### config.mk
export PLATFORM = sky130hd
export DESIGN_NAME = uart_rx_cfg
export DESIGN_NICKNAME = d
export VERILOG_FILES = /design/src/rtl/uart_rx_cfg.sv
export SDC_FILE = /design/constraint.sdc
export NUM_CORES = 1
export LEC_CHECK = 0
export CORE_MARGIN = 10
export CORE_UTILIZATION = 35
export DETAILED_ROUTE_END_ITERATION = 10
export GPL_ROUTABILITY_DRIVEN = 0
export PLACE_DENSITY = 0.53
export SLEW_MARGIN = 10
export SYNTH_ARGS = -nofsm -noshare
export SYNTH_HDL_FRONTEND = slang
export SYNTH_SLANG_ARGS = --single-unit
### constraint.sdc
create_clock -name i_clk -period 4.1 [get_ports i_clk]
set_input_delay 0.82 -clock i_clk [delete_from_list [all_inputs] [get_ports i_clk]]
set_output_delay 0.82 -clock i_clk [all_outputs]
set_load 0.02 [all_outputs]
### src/rtl/uart_rx_cfg.sv
// uart_rx_cfg -- runtime-configurable UART receiver.
//
// Receives 5..DATA_WIDTH data bits, an optional parity bit (none/even/odd/
// mark/space) and one or two stop bits. Each bit is decided by a 3-sample
// majority vote around mid-bit. Finished frames go to a valid/ready holding
// register. A break (all-zero frame including the first stop bit) is reported
// as a pulse and is not delivered.
//
// Ports:
//   i_clk, i_rst        clock, synchronous active-high reset
//   i_tick              oversample tick, OVERSAMPLE pulses per bit time
//   i_data_bits         data length (out-of-range -> DATA_WIDTH)
//   i_parity_mode       0 none, 1 even, 2 odd, 3 mark, 4 space (5-7 -> none)
//   i_stop2             1 = two stop bits
//   i_RX                asynchronous serial line, idle high
//   o_data/o_valid      held word, right-justified / holding register full
//   i_ready             consumer handshake
//   o_parity_err        parity mismatch for the held word
//   o_frame_err         a stop bit of the held word sampled 0
//   o_break             one-cycle break pulse
//   o_overrun           sticky: a frame was dropped, cleared by i_error_rst
module uart_rx_cfg #(
   parameter int DATA_WIDTH  = 8,
   parameter int OVERSAMPLE  = 16,
   parameter int SYNC_STAGES = 2
) (
   input  logic                  i_clk,
   input  logic                  i_rst,
   input  logic                  i_tick,
   input  logic [3:0]            i_data_bits,
   input  logic [2:0]            i_parity_mode,
   input  logic                  i_stop2,
   input  logic                  i_RX,
   output logic [DATA_WIDTH-1:0] o_data,
   output logic                  o_valid,
   input  logic                  i_ready,
   output logic                  o_parity_err,
   output logic                  o_frame_err,
   output logic                  o_break,
   output logic                  o_overrun,
   input  logic                  i_error_rst
);

   localparam int TW = $clog2(OVERSAMPLE);
   localparam int BW = $clog2(DATA_WIDTH + 1);

   // Tick indices within a bit: two early samples, then the decision sample.
   localparam logic [TW-1:0] T_S0   = TW'(OVERSAMPLE / 2 - 1);
   localparam logic [TW-1:0] T_S1   = TW'(OVERSAMPLE / 2);
   localparam logic [TW-1:0] T_DEC  = TW'(OVERSAMPLE / 2 + 1);
   localparam logic [TW-1:0] T_LAST = TW'(OVERSAMPLE - 1);

   localparam logic [2:0] PM_NONE  = 3'd0;
   localparam logic [2:0] PM_EVEN  = 3'd1;
   localparam logic [2:0] PM_ODD   = 3'd2;
   localparam logic [2:0] PM_MARK  = 3'd3;
   localparam logic [2:0] PM_SPACE = 3'd4;

   typedef enum logic [2:0] {
      ST_IDLE, ST_START, ST_DATA, ST_PARITY, ST_STOP1, ST_STOP2, ST_BRK_WAIT
   } state_t;

   function automatic logic vote3(input logic a, input logic b, input logic c);
      return (a & b) | (a & c) | (b & c);
   endfunction

   function automatic logic parity_expect(input logic [DATA_WIDTH-1:0] d,
                                          input logic [2:0] mode);
      logic p;
      case (mode)
         PM_EVEN:  p = ^d;
         PM_ODD:   p = ~(^d);
         PM_MARK:  p = 1'b1;
         PM_SPACE: p = 1'b0;
         default:  p = 1'b0;
      endcase
      return p;
   endfunction

   logic [SYNC_STAGES-1:0] sync_r;
   logic                   rx_s;
   logic                   rx_prev_r;
   state_t                 state_r;
   logic [TW-1:0]          tick_cnt_r;
   logic [BW-1:0]          bit_cnt_r;
   logic [BW-1:0]          len_r;
   logic [2:0]             mode_r;
   logic                   stop2_r;
   logic [DATA_WIDTH-1:0]  shift_r;
   logic                   s0_r, s1_r;
   logic                   par_bit_r;
   logic                   perr_r, ferr_r;

   logic [3:0]             len_s;
   logic [2:0]             mode_s;
   logic                   vote_s, bit_tick_s, dec_s, break_s, done_s;
   logic [DATA_WIDTH-1:0]  align_s;

   assign rx_s = sync_r[SYNC_STAGES-1];

   // Normalise out-of-range configuration inputs before they are latched.
   always_comb begin
      if ((i_data_bits < 4'd5) || (i_data_bits > 4'(DATA_WIDTH))) begin
         len_s = 4'(DATA_WIDTH);
      end else begin
         len_s = i_data_bits;
      end
      if (i_parity_mode > PM_SPACE) begin
         mode_s = PM_NONE;
      end else begin
         mode_s = i_parity_mode;
      end
   end

   // Per-tick decode: bit decision strobe, right-justified word, break and frame completion.
   always_comb begin
      vote_s     = vote3(s0_r, s1_r, rx_s);
      bit_tick_s = i_tick && (state_r inside {ST_START, ST_DATA, ST_PARITY, ST_STOP1, ST_STOP2});
      dec_s      = bit_tick_s && (tick_cnt_r == T_DEC);
      // Bits enter at the MSB, so a short word sits at the top until realigned.
      align_s    = shift_r >> (BW'(DATA_WIDTH) - len_r);
      break_s    = dec_s && (state_r == ST_STOP1) && !vote_s && (shift_r == '0) &&
                   ((mode_r == PM_NONE) || !par_bit_r);
      done_s     = dec_s && (((state_r == ST_STOP1) && !stop2_r && !break_s) ||
                             (state_r == ST_STOP2));
   end

   // Input synchroniser for the asynchronous line, idle-high on reset.
   always_ff @(posedge i_clk) begin
      if (i_rst) begin
         sync_r <= '1;
      end else begin
         sync_r <= {sync_r[SYNC_STAGES-2:0], i_RX};
      end
   end

   // Receive FSM, bit sampling, and the valid/ready holding register.
   always_ff @(posedge i_clk) begin
      if (i_rst) begin
         state_r      <= ST_IDLE;
         rx_prev_r    <= 1'b1;
         tick_cnt_r   <= '0;
         bit_cnt_r    <= '0;
         len_r        <= '0;
         mode_r       <= PM_NONE;
         stop2_r      <= 1'b0;
         shift_r      <= '0;
         s0_r         <= 1'b1;
         s1_r         <= 1'b1;
         par_bit_r    <= 1'b0;
         perr_r       <= 1'b0;
         ferr_r       <= 1'b0;
         o_data       <= '0;
         o_valid      <= 1'b0;
         o_parity_err <= 1'b0;
         o_frame_err  <= 1'b0;
         o_break      <= 1'b0;
         o_overrun    <= 1'b0;
      end else begin
         rx_prev_r <= rx_s;
         o_break   <= 1'b0;

         if (bit_tick_s) begin
            tick_cnt_r <= (tick_cnt_r == T_LAST) ? '0 : tick_cnt_r + TW'(1);
            if (tick_cnt_r == T_S0) s0_r <= rx_s;
            if (tick_cnt_r == T_S1) s1_r <= rx_s;
         end

         case (state_r)
            ST_IDLE: begin
               // Edge detect runs every cycle, independent of i_tick.
               if (!rx_s && rx_prev_r) begin
                  tick_cnt_r <= '0;
                  bit_cnt_r  <= '0;
                  len_r      <= BW'(len_s);
                  mode_r     <= mode_s;
                  stop2_r    <= i_stop2;
                  shift_r    <= '0;
                  perr_r     <= 1'b0;
                  ferr_r     <= 1'b0;
                  par_bit_r  <= 1'b0;
                  state_r    <= ST_START;
               end
            end
            ST_START: begin
               if (dec_s) state_r <= vote_s ? ST_IDLE : ST_DATA;
            end
            ST_DATA: begin
               if (dec_s) begin
                  shift_r <= {vote_s, shift_r[DATA_WIDTH-1:1]};
                  if (bit_cnt_r == (len_r - BW'(1))) begin
                     bit_cnt_r <= '0;
                     state_r   <= (mode_r != PM_NONE) ? ST_PARITY : ST_STOP1;
                  end else begin
                     bit_cnt_r <= bit_cnt_r + BW'(1);
                  end
               end
            end
            ST_PARITY: begin
               if (dec_s) begin
                  par_bit_r <= vote_s;
                  perr_r    <= (vote_s != parity_expect(align_s, mode_r));
                  state_r   <= ST_STOP1;
               end
            end
            ST_STOP1: begin
               if (dec_s) begin
                  if (break_s) begin
                     o_break <= 1'b1;
                     state_r <= ST_BRK_WAIT;
                  end else if (stop2_r) begin
                     ferr_r  <= ferr_r | ~vote_s;
                     state_r <= ST_STOP2;
                  end else begin
                     state_r <= ST_IDLE;
                  end
               end
            end
            ST_STOP2: begin
               if (dec_s) state_r <= ST_IDLE;
            end
            ST_BRK_WAIT: begin
               if (i_tick && rx_s) state_r <= ST_IDLE;
            end
            default: state_r <= ST_IDLE;
         endcase

         // Clear first so that a same-cycle overrun below takes precedence.
         if (i_error_rst) o_overrun <= 1'b0;

         if (done_s) begin
            if (!o_valid || i_ready) begin
               o_data       <= align_s;
               o_parity_err <= perr_r;
               o_frame_err  <= ferr_r | ~vote_s;
               o_valid      <= 1'b1;
            end else begin
               o_overrun <= 1'b1;
            end
         end else if (o_valid && i_ready) begin
            o_valid <= 1'b0;
         end
      end
   end

endmodule

==> Yosys cells after proc, flatten, opt, wreduce, memory -nomap -nowiden <==
Cells that the tools add are included.
{ "classes": {"magnitude_cmp": 3, "bitwise": 10, "reduce_logical": 42, "muxes": 46, "n_eq_ne": 26, "shift": 1, "addsub": 4} }
{ "op_table": {"columns": ["operator", "n"], "rows": [
  ["$mux 3", 12],
  ["$mux 4", 8],
  ["$pmux 3 s7", 1],
  ["$ne 2x2->1 const B", 9],
  ["$mux 1", 16],
  ["$mux 8", 2],
  ["$pmux 8 s2", 1],
  ["$eq 3x2->1 const B", 4],
  ["$eq 4x4->1 const B", 3],
  ["$logic_and 1x1->1", 12],
  ["$reduce_and 2->1", 5],
  ["$eq 3x3->1 const B", 3],
  ["$add 4x1->4 const B", 2],
  ["$logic_not 8->1", 1],
  ["$pmux 4 s2", 1],
  ["$reduce_and 8->1", 1],
  ["$reduce_bool 2->1", 4],
  ["$reduce_xor 8->1", 1],
  ["$shr 8x4->8", 1],
  ["$eq 3x1->1 const B", 2],
  ["$logic_not 1->1", 6],
  ["$logic_not 3->1", 2],
  ["$pmux 1 s2", 3],
  ["$reduce_and 3->1", 2],
  ["other kinds (19)", 30]
]} }
{ "totals": {"inputBits": 14, "elab_cells": 152, "output_inout_bits": 13, "register_bits": 48} }

==> Depth between registers and ports, before layout <==
{ "logic_depth": {"word_depth": 14, "ltp_mapped": 13, "depth_no_buf": 9} }

==> Least setup slack after synthesis <==
No wires, ideal clock.
{ "synth_timing": {"path_kind": "reg-to-reg", "from": "register len_r[0]", "to": "register perr_r", "stages_incl_launch_ff": 11, "synth_period_minus_slack_ns": 2.554, "arrival_ns": 2.492, "required_ns": 4.038, "setup_slack_ns": 1.546, "n_path_buf": 3, "path_cell_list": "dfxtp_1 buf_6 buf_2 inv_1 ha_1 buf_2 a221o_1 a21o_1 a211o_1 a2111o_1 nand3_1"} }
{ "synth_between": {"elab_chain_len": 11} }
{ "synth_lines": {"columns": ["element", "line_no", "source"], "rows": [
  ["start, declared", "86", "logic [BW-1:0] len_r;"],
  ["start signal, assigned", "175", "len_r <= BW'(len_s);"],
  ["$sub 4x4->4 (*)", "121", "align_s = shift_r >> (BW'(DATA_WIDTH) - len_r);"],
  ["$shr 8x4->8 (*)", "121", null],
  ["$reduce_xor 8->1 (*)", "71, 72", null],
  ["$not 1->1", "72", "PM_ODD: p = ~(^d);"],
  ["$pmux 1 s3 (*)", "70", "case (mode)"],
  ["$mux 1 (*)", "200", "if (dec_s) begin"],
  ["$mux 1 (*)", "169", "case (state_r)"],
  ["$mux 1 (*)", "139", "if (i_rst) begin"],
  ["$ne 1x1->1 (*)", "202", "perr_r <= (vote_s != parity_expect(align_s, mode_r));"],
  ["$mux 1 (*)", "200", null],
  ["$pmux 1 s2 (*)", "169", null],
  ["end signal, assigned", "202", null],
  ["end, declared", "92", "logic perr_r, ferr_r;"]
]} }
Mark *: on every way between the ends. The rest lies on a longest branch, timed or not. The select of a mux whose other input is x is not followed.
A chain may end at the register's enable or synchronous reset.

==> Worst setup path after layout <==
{ "layout_timing": {"from": "register len_r[1]", "to": "register perr_r"} }
The elaborated chain is that of the path after synthesis.

==> flow_metrics.py <==
metrics = {
    "status": {
        "outcome": "completed",
    },
    "sta": {
        "worst_pin_slew_ps": 759,
        "finalSetupViolations": 0,
        "rsz0062_at_grt": "no",
        "layout_min_cycle_time_ps": 2900,
        "period_share_pct": 70.8,
        "hold_slack_ps": 416,
        "finalSetupTns_ps": 0,
        "max_freq_mhz": 344,
        "worst_slack_ps": 1200,
        "finalHoldViolCount": 0,
        "slew_viol_final": 0,
        "final.setup_skew_ps": 11.7,
        "max_slew_margin_pct": 49.4,
    },
    "worst_setup_path": {
        "r2r-start": "len_r[1]",
        "slowest_delay_ps": 780,
        "cpMaxStageDelayCell": "ha_1",
        "reg2reg_slack_ps": 1200,
        "critPathLaunchType": "register",
        "crit_arrival_ps": 3090,
        "worstPathCellList": "inv_1 -> ha_1 -> xnor2_1 -> a2111oi_0 -> o221ai_1 -> a21oi_1 -> xor2_1 -> a2111o_1 -> nand3_1",
        "path_class": "reg -> reg",
        "regToRegEndpoint": "perr_r",
        "end_kind": "register",
        "cp.required_ps": 4280,
        "r2r_cells": 9,
        "path_max_fanout": 24,
    },
    "detailed_routing": {
        "drt_iter0_drc": 112,
        "drtPass1Iterations": 4,
        "ant_nets": 0,
        "viasPerCell": 5.30,
        "drt-total-wl_um": 6990,
        "drc": 0,
        "post_drt_wl_per_cell_um": 14.3,
        "num_vias": 2584,
    },
    "finish": {
        "area_growth_pct": 14.7,
        "drive_gt1_share_pct": 5.70,
        "antennaDiodeCount": 0,
        "nFillCells": 838,
        "final_cells": 488,
        "nets": 405,
    },
    "synth": {
        "synth_seq_area_share_pct": 33.5,
        "ys_ff_latch": 48,
        "synth-edff-count": 0,
        "synth_nets": 389,
        "dominantRegCellSynth": "dfxtp_1",
        "synth.avg_cell_area_um2": 7.78,
        "yosysUniqueCellTypes": 56,
        "syn_inst": 369,
        "synth-async-reset-ratio_pct": 0,
        "synthesis.area_um2": 2870,
        "yosysWarnings": 0,
    },
    "floorplanning": {
        "fp-row-count": 32,
        "start_util_pct": 36.6,
        "core_um2": 7850,
        "die_x_um": 111,
        "die_area_um2": 12200,
        "io-pin-count": 27,
        "die-height_um": 111,
    },
    "min_path": {
        "hp-start": "sync_r[0]",
        "whs_endpoint": "sync_r[1]",
        "hp-class": "reg -> reg",
        "min_path_cells": 1,
    },
    "power": {
        "peakVddDrop_mv": 0.175,
        "p_leak_uw": 0.00105,
        "power.density_nw_per_um2": 319,
    },
    "clock_network": {
        "cts_sinks": 48,
        "insertion_delay_ps": 300,
        "clkSlewWorstSetupHoldPaths_ps": 100,
        "cts_hold_buf": 0,
        "cts_made_buffers": 5,
        "postCtsSetupBuffers": 0,
        "ctsLongestPathBuffers": 2,
        "cts_htree_levels": 2,
        "cts_tree": "done",
        "clockRootBuffer": "clkbuf_8",
        "ctsResizeCount": 0,
    },
    "global_route": {
        "antenna_found_initial": 0,
        "grt.total_usage_pct": 11.3,
        "grt_start_max_net_pins": 31,
        "grt_pass1_wl_um": 12100,
        "first_global_vias": 2473,
        "grt.overflow.total": 0,
    },
    "place": {
        "dp_hpwl_um": 5060,
        "place_ws_ps": 914,
        "numPortBuffers": 26,
        "placedCellCount": 480,
    },
    "job": {
        "maxCapViolations": 0,
    },
}
state kept, by name, indices dropped and copies added, names as in the netlist, 2 cells and up:
signal      flops
o_data          8
shift_r         8
bit_cnt_r       4
len_r           4
tick_cnt_r      4
mode_r          3
state_r         3
sync_r          2
cell usage after synthesis, drive strengths merged (2+ instances only):
master / n / area, µm²
nor3: 11 / 55.1
a21boi: 2 / 15.0
inv: 12 / 45.0
nand3b: 4 / 30.0
dfxtp: 48 / 961
a311o: 3 / 30.0
a22oi: 3 / 22.5
mux2: 4 / 48.8
or3b: 3 / 26.3
ha: 6 / 75.1
a211oi: 3 / 22.5
xor2: 7 / 61.3
or3: 10 / 62.6
nor2b: 5 / 31.3
buf: 9 / 50.0
nor2: 29 / 109
o21ai: 12 / 60.1
xnor2: 8 / 70.1
clkbuf: 12 / 45.0
mux2i: 10 / 100
and3: 2 / 12.5
nand4: 2 / 12.5
nand2b: 11 / 68.8
o211ai: 4 / 30.0
and2: 4 / 25.0
a31oi: 5 / 31.3
a21oi: 43 / 215
nand2: 45 / 169
nand3: 19 / 95.1
a21o: 2 / 15.0
o21bai: 2 / 15.0
o22ai: 2 / 12.5
or2: 3 / 18.8
a2111oi: 2 / 36.3
nor4: 3 / 18.8
a41oi: 3 / 26.3
nor3b: 2 / 15.0
per-layer routing:
| metal | GRT usage [%] | share of wire [%] | routed length [µm] | vias to the layer above |
|---|---|---|---|---|
| met5 | 0 | 0 | 0 | - |
| met4 | 3.28 | 1.2 | 81 | 0 |
| met3 | 2.65 | 4.2 | 292 | 6 |
| met2 | 18.7 | 47 | 3290 | 34 |
| met1 | 14.2 | 48 | 3320 | 1192 |
| li1 | - | - | - | 1352 |
cell usage in the layout (no fill, tap or decap), drive strengths merged, types with 3 or more instances in the layout:
cell type      synthesis  layout
nand2                 45      45
inv                   12      12
a211oi                 3       3
ha                     6       6
a41oi                  3       3
nor2b                  5       5
nor3                  11      11
a31oi                  5       5
nand3b                 4       4
o21ai                 12      12
or3                   10      10
clkbuf                12       5
or3b                   3       3
o211ai                 4       4
nand3                 19      19
buf                    9       4
clkdlybuf4s50          0      26
a311o                  3       3
nor4                   3       3
dfxtp                 48      48
and2                   4       4
xor2                   7       7
a21oi                 43      43
nand2b                11      11
nor2                  29      29
xnor2                  8       8
or2                    3       3
mux2                   4       4
a22oi                  3       3
mux2i                 10      10
how the worst max path moves through the flow:
stage                  start        end  slack (ps)  cells past startpoint
floorplan           len_r[0]     perr_r        1550                     10
global placement      i_tick  o_data[6]        1010                      7
detailed placement    i_tick  o_data[6]         910                      7
CTS                 len_r[1]     perr_r        1190                      9
global route        len_r[1]     perr_r         900                      9
finish              len_r[1]     perr_r        1200                      9
logic make-up after synthesis:
logic type,Yosys count,synth area share (%)
AND/OR/NAND/NOR,157,27.4
AO/OA/AOI/OAI,95,21.5
adder cells (fa/ha/maj),7,2.96
buffers and inverters,33,4.88
flip-flops,48,33.5
multiplexers,14,5.19
XOR/XNOR,15,4.58
critical path: cells and delay by family, from the launching register on:
kind	cells	cell delay, ps
AOI/OAI and AO/OA	4	930
xor gates and xnor gates	2	530
adders and majority gates	1	780
buffers and inverters	1	80
DFF	1	400
and+or+nand+nor	1	60
power breakdown:
part / total [µW] / internal, µW / switching (µW)
clock: 294 / 121 / 173
sequential: 523 / 485 / 38.1
combinational: 234 / 93.5 / 140
total: 1050 / 700 / 351
per-stage QoR:
| step | power, µW | util, % | area [µm²] |
|---|---|---|---|
| 6_report | 1050 | 41.9 | 3290 |
| 4_1_cts | 1070 | 41.9 | 3290 |
| 2_1_floorplan | 702 | - | 2870 |
| 3_5_place_dp | 768 | 40.8 | 3200 |
| 5_1_grt | 1120 | 41.9 | 3290 |
| 3_3_place_gp | 769 | 40.8 | 3200 |
cell type report:
type / count / area, µm² / share of cell area [%]
well taps: 102 / 128 / 3.88
flip-flops and latches: 48 / 961 / 29.2
multi-input cells: 288 / 1780 / 53.9
clock buffers: 5 / 68.8 / 2.09
inverters: 12 / 45.0 / 1.37
clock inverters: 3 / 23.8 / 0.722
repair buffers: 30 / 290 / 8.82
(Power assumes the default switching activity.)
==> variant, RTL diff (same settings) <==
Set the parameter `SYNC_STAGES` to 4 (it was 2).
--- a/src/rtl/uart_rx_cfg.sv
+++ b/src/rtl/uart_rx_cfg.sv
@@ -22,7 +22,7 @@
 module uart_rx_cfg #(
    parameter int DATA_WIDTH  = 8,
    parameter int OVERSAMPLE  = 16,
-   parameter int SYNC_STAGES = 2
+   parameter int SYNC_STAGES = 4
 ) (
    input  logic                  i_clk,
    input  logic                  i_rst,
Formal check against the unedited RTL: no difference found for any inputs over 10 cycles, from zero or initial values and one cycle with i_rst high; that may be too few to reach the edited logic, so the function may still have changed.
==> variant against the original RTL <==
Final area shrank 1.9%; routed wire length is 7.8% lower; via count shrank 7.1%; worst setup slack got worse by 0.046 ns; power rose by 6.4%; critical path depth is 2 lower; sequential cell count increased by 2; synthesized area down 1.4%.
==> variant: results (changes against the original RTL) <==
Parameter                              Value

Synthesis
  Share of the synthesized area in compound gates (AO/OA/AOI/OAI) ... 0.169 (was 0.215)
  Cell types with the highest counts after synthesis ... sky130_fd_sc_hd__dfxtp_1 (50), sky130_fd_sc_hd__nand2_1 (43), sky130_fd_sc_hd__a21oi_1 (35) (was sky130_fd_sc_hd__dfxtp_1 (48), sky130_fd_sc_hd__nand2_1 (45), sky130_fd_sc_hd__a21oi_1 (43))
  Top area cells in the synthesized netlist ... sky130_fd_sc_hd__dfxtp_1 (35%), sky130_fd_sc_hd__a21oi_1 (6.2%), sky130_fd_sc_hd__nand2_1 (5.7%) (was sky130_fd_sc_hd__dfxtp_1 (33%), sky130_fd_sc_hd__a21oi_1 (7.5%), sky130_fd_sc_hd__nand2_1 (5.9%))
  Nets in the synthesized netlist ... 366 (was 389)
  Multiplexer share of the synthesized area ... 0.0548 (was 0.0519)
  Number of unique standard cell types used by synthesis ... 58 (was 56)
  XOR/XNOR Fraction of Synth Area ... 0.0610 (was 0.0458)
  Post-synthesis sequential area ratio ... 0.354 (was 0.335)
  Post-synthesis adder-cell area fraction ... 0.0301 (was 0.0296)

Routing
  First-iteration detailed-routing DRC count ... 79 (was 112)
  Total Routed Length ... 6440 microns (was 6990 microns)
  Via total after detailed routing ... 2400 (was 2584)
  Final routed DRC violation total ... 0 (unchanged)

Placement
  Number of port buffers ... 26 (unchanged)
  Cell area after placement ... 0.00313 sq mm (was 0.00320 sq mm)
  Post-placement setup slack ... 0.826 ns (was 0.914 ns)

Power
  Net load switching power ... 0.364 mW (was 0.351 mW)
  Leakage ... 1.13 nW (was 1.05 nW)
  Worst IR drop on VDD ... 265 uV (was 175 uV)

Global route
  First-pass GRT wire length ... 11200 microns (was 12100 microns)
  Pin count of the biggest net entering global routing ... 39 (was 31)
  Total Routing Usage GR ... 0.112 (was 0.113)

Worst setup path
  Maximum net fanout on the critical path ... 19 (was 24)
  Cell with the largest stage delay on the worst path ... sky130_fd_sc_hd__a2111oi_2 (was sky130_fd_sc_hd__ha_1)
  CP Launch Point ... i_tick (was len_r[1]$_SDFFE_PP0P_)
  Maximum cell stage delay along the critical path ... 0.64 ns (was 0.78 ns)

Finish
  Number of inserted filler cells in the final layout ... 823 (was 838)
  Fraction of final layout cells with drive strength greater than 1 ... 0.0884 (was 0.0570)

Hold path
  Hold worst-path end ... sync_r[2]$_SDFF_PP1_ (was sync_r[1]$_SDFF_PP1_)
  Min-Delay Startpoint ... sync_r[1]$_SDFF_PP1_ (was sync_r[0]$_SDFF_PP1_)

Outcome
  Run status ... finished clean (unchanged)

Die
  Placeable core region ... 0.00781 sq mm (was 0.00785 sq mm)

Timing
  Slew at the pin closest to its max-slew limit ... 0.837 ns (was 0.759 ns)
  Final clock skew ... 0.00277 ns (was 0.0117 ns)
==> variant: power by group through the flow <==
stage	sequential (mW)	combinational [mW]	clock [mW]
after floorplan	0.537	0.231	0
after global placement	0.579	0.241	0
after detailed placement	0.577	0.239	0
after CTS	0.566	0.241	0.323
after global routing	0.574	0.275	0.344
final	0.567	0.240	0.312
==> variant: worst reg2reg max path, stage by stage (launching register included) <==
cell,delay [ns]
sky130_fd_sc_hd__dfxtp_1,0.43
sky130_fd_sc_hd__inv_1,0.09
sky130_fd_sc_hd__ha_1,0.58
sky130_fd_sc_hd__mux4_2,0.36
sky130_fd_sc_hd__or4b_2,0.59
sky130_fd_sc_hd__o221ai_1,0.09
sky130_fd_sc_hd__nor3_1,0.09
sky130_fd_sc_hd__xnor2_1,0.16
sky130_fd_sc_hd__a311o_1,0.35
sky130_fd_sc_hd__a21oi_2,0.11
==> variant: cell type report <==
| cell class | instances | area (sq um) | area share |
|---|---|---|---|
| Inverter | 13 | 48.8 | 0.0151 |
| Tap cell | 102 | 128 | 0.0395 |
| Sequential cell | 50 | 1000 | 0.310 |
| Clock buffer | 7 | 86.3 | 0.0267 |
| Clock inverter | 1 | 8.76 | 0.00271 |
| Timing Repair Buffer | 29 | 283 | 0.0876 |
| Multi-Input combinational cell | 262 | 1670 | 0.518 |
==> variant: worst max path at each step <==
stage	to	slack, ns	cells after the start
floorplan	perr_r$_SDFFE_PP0P_	0.94	12
global placement	perr_r$_SDFFE_PP0P_	0.87	7
detailed placement	o_data[2]$_SDFFE_PP0P_	0.83	7
CTS	o_data[2]$_SDFFE_PP0P_	1.15	7
global route	perr_r$_SDFFE_PP0P_	0.99	9
finish	o_data[2]$_SDFFE_PP0P_	1.15	7
==> variant: logic make-up (layout without fill, tap and decap cells) <==
group                    after synthesis  in the layout
adder cells (fa/ha/maj)                7              7
buffers and inverters                 34             50
multiplexers                          14             14
AO/OA/AOI/OAI                         73             73
AND/OR/NAND/NOR                      150            150
XOR/XNOR                              18             18
flip-flops                            50             50
==> variant: through the flow <==
step / std cells / utilization / hold slack [ns] / total power [mW]
after floorplan: 346 / - / 0.389 / 0.768
after global placement: 456 / 0.401 / 0.394 / 0.820
after detailed placement: 456 / 0.401 / 0.397 / 0.816
after CTS: 464 / 0.414 / 0.423 / 1.13
after global routing: 464 / 0.414 / 0.440 / 1.19
final: 464 / 0.414 / 0.418 / 1.12
==> variant: metal layers <==
metal / up-vias / wire (microns) / GRT usage
li1: 1242 / - / -
met1: 1132 / 3150 / 0.145
met2: 21 / 3050 / 0.184
met3: 5 / 183 / 0.0246
met4: 0 / 55 / 0.0288
met5: - / 0 / 0
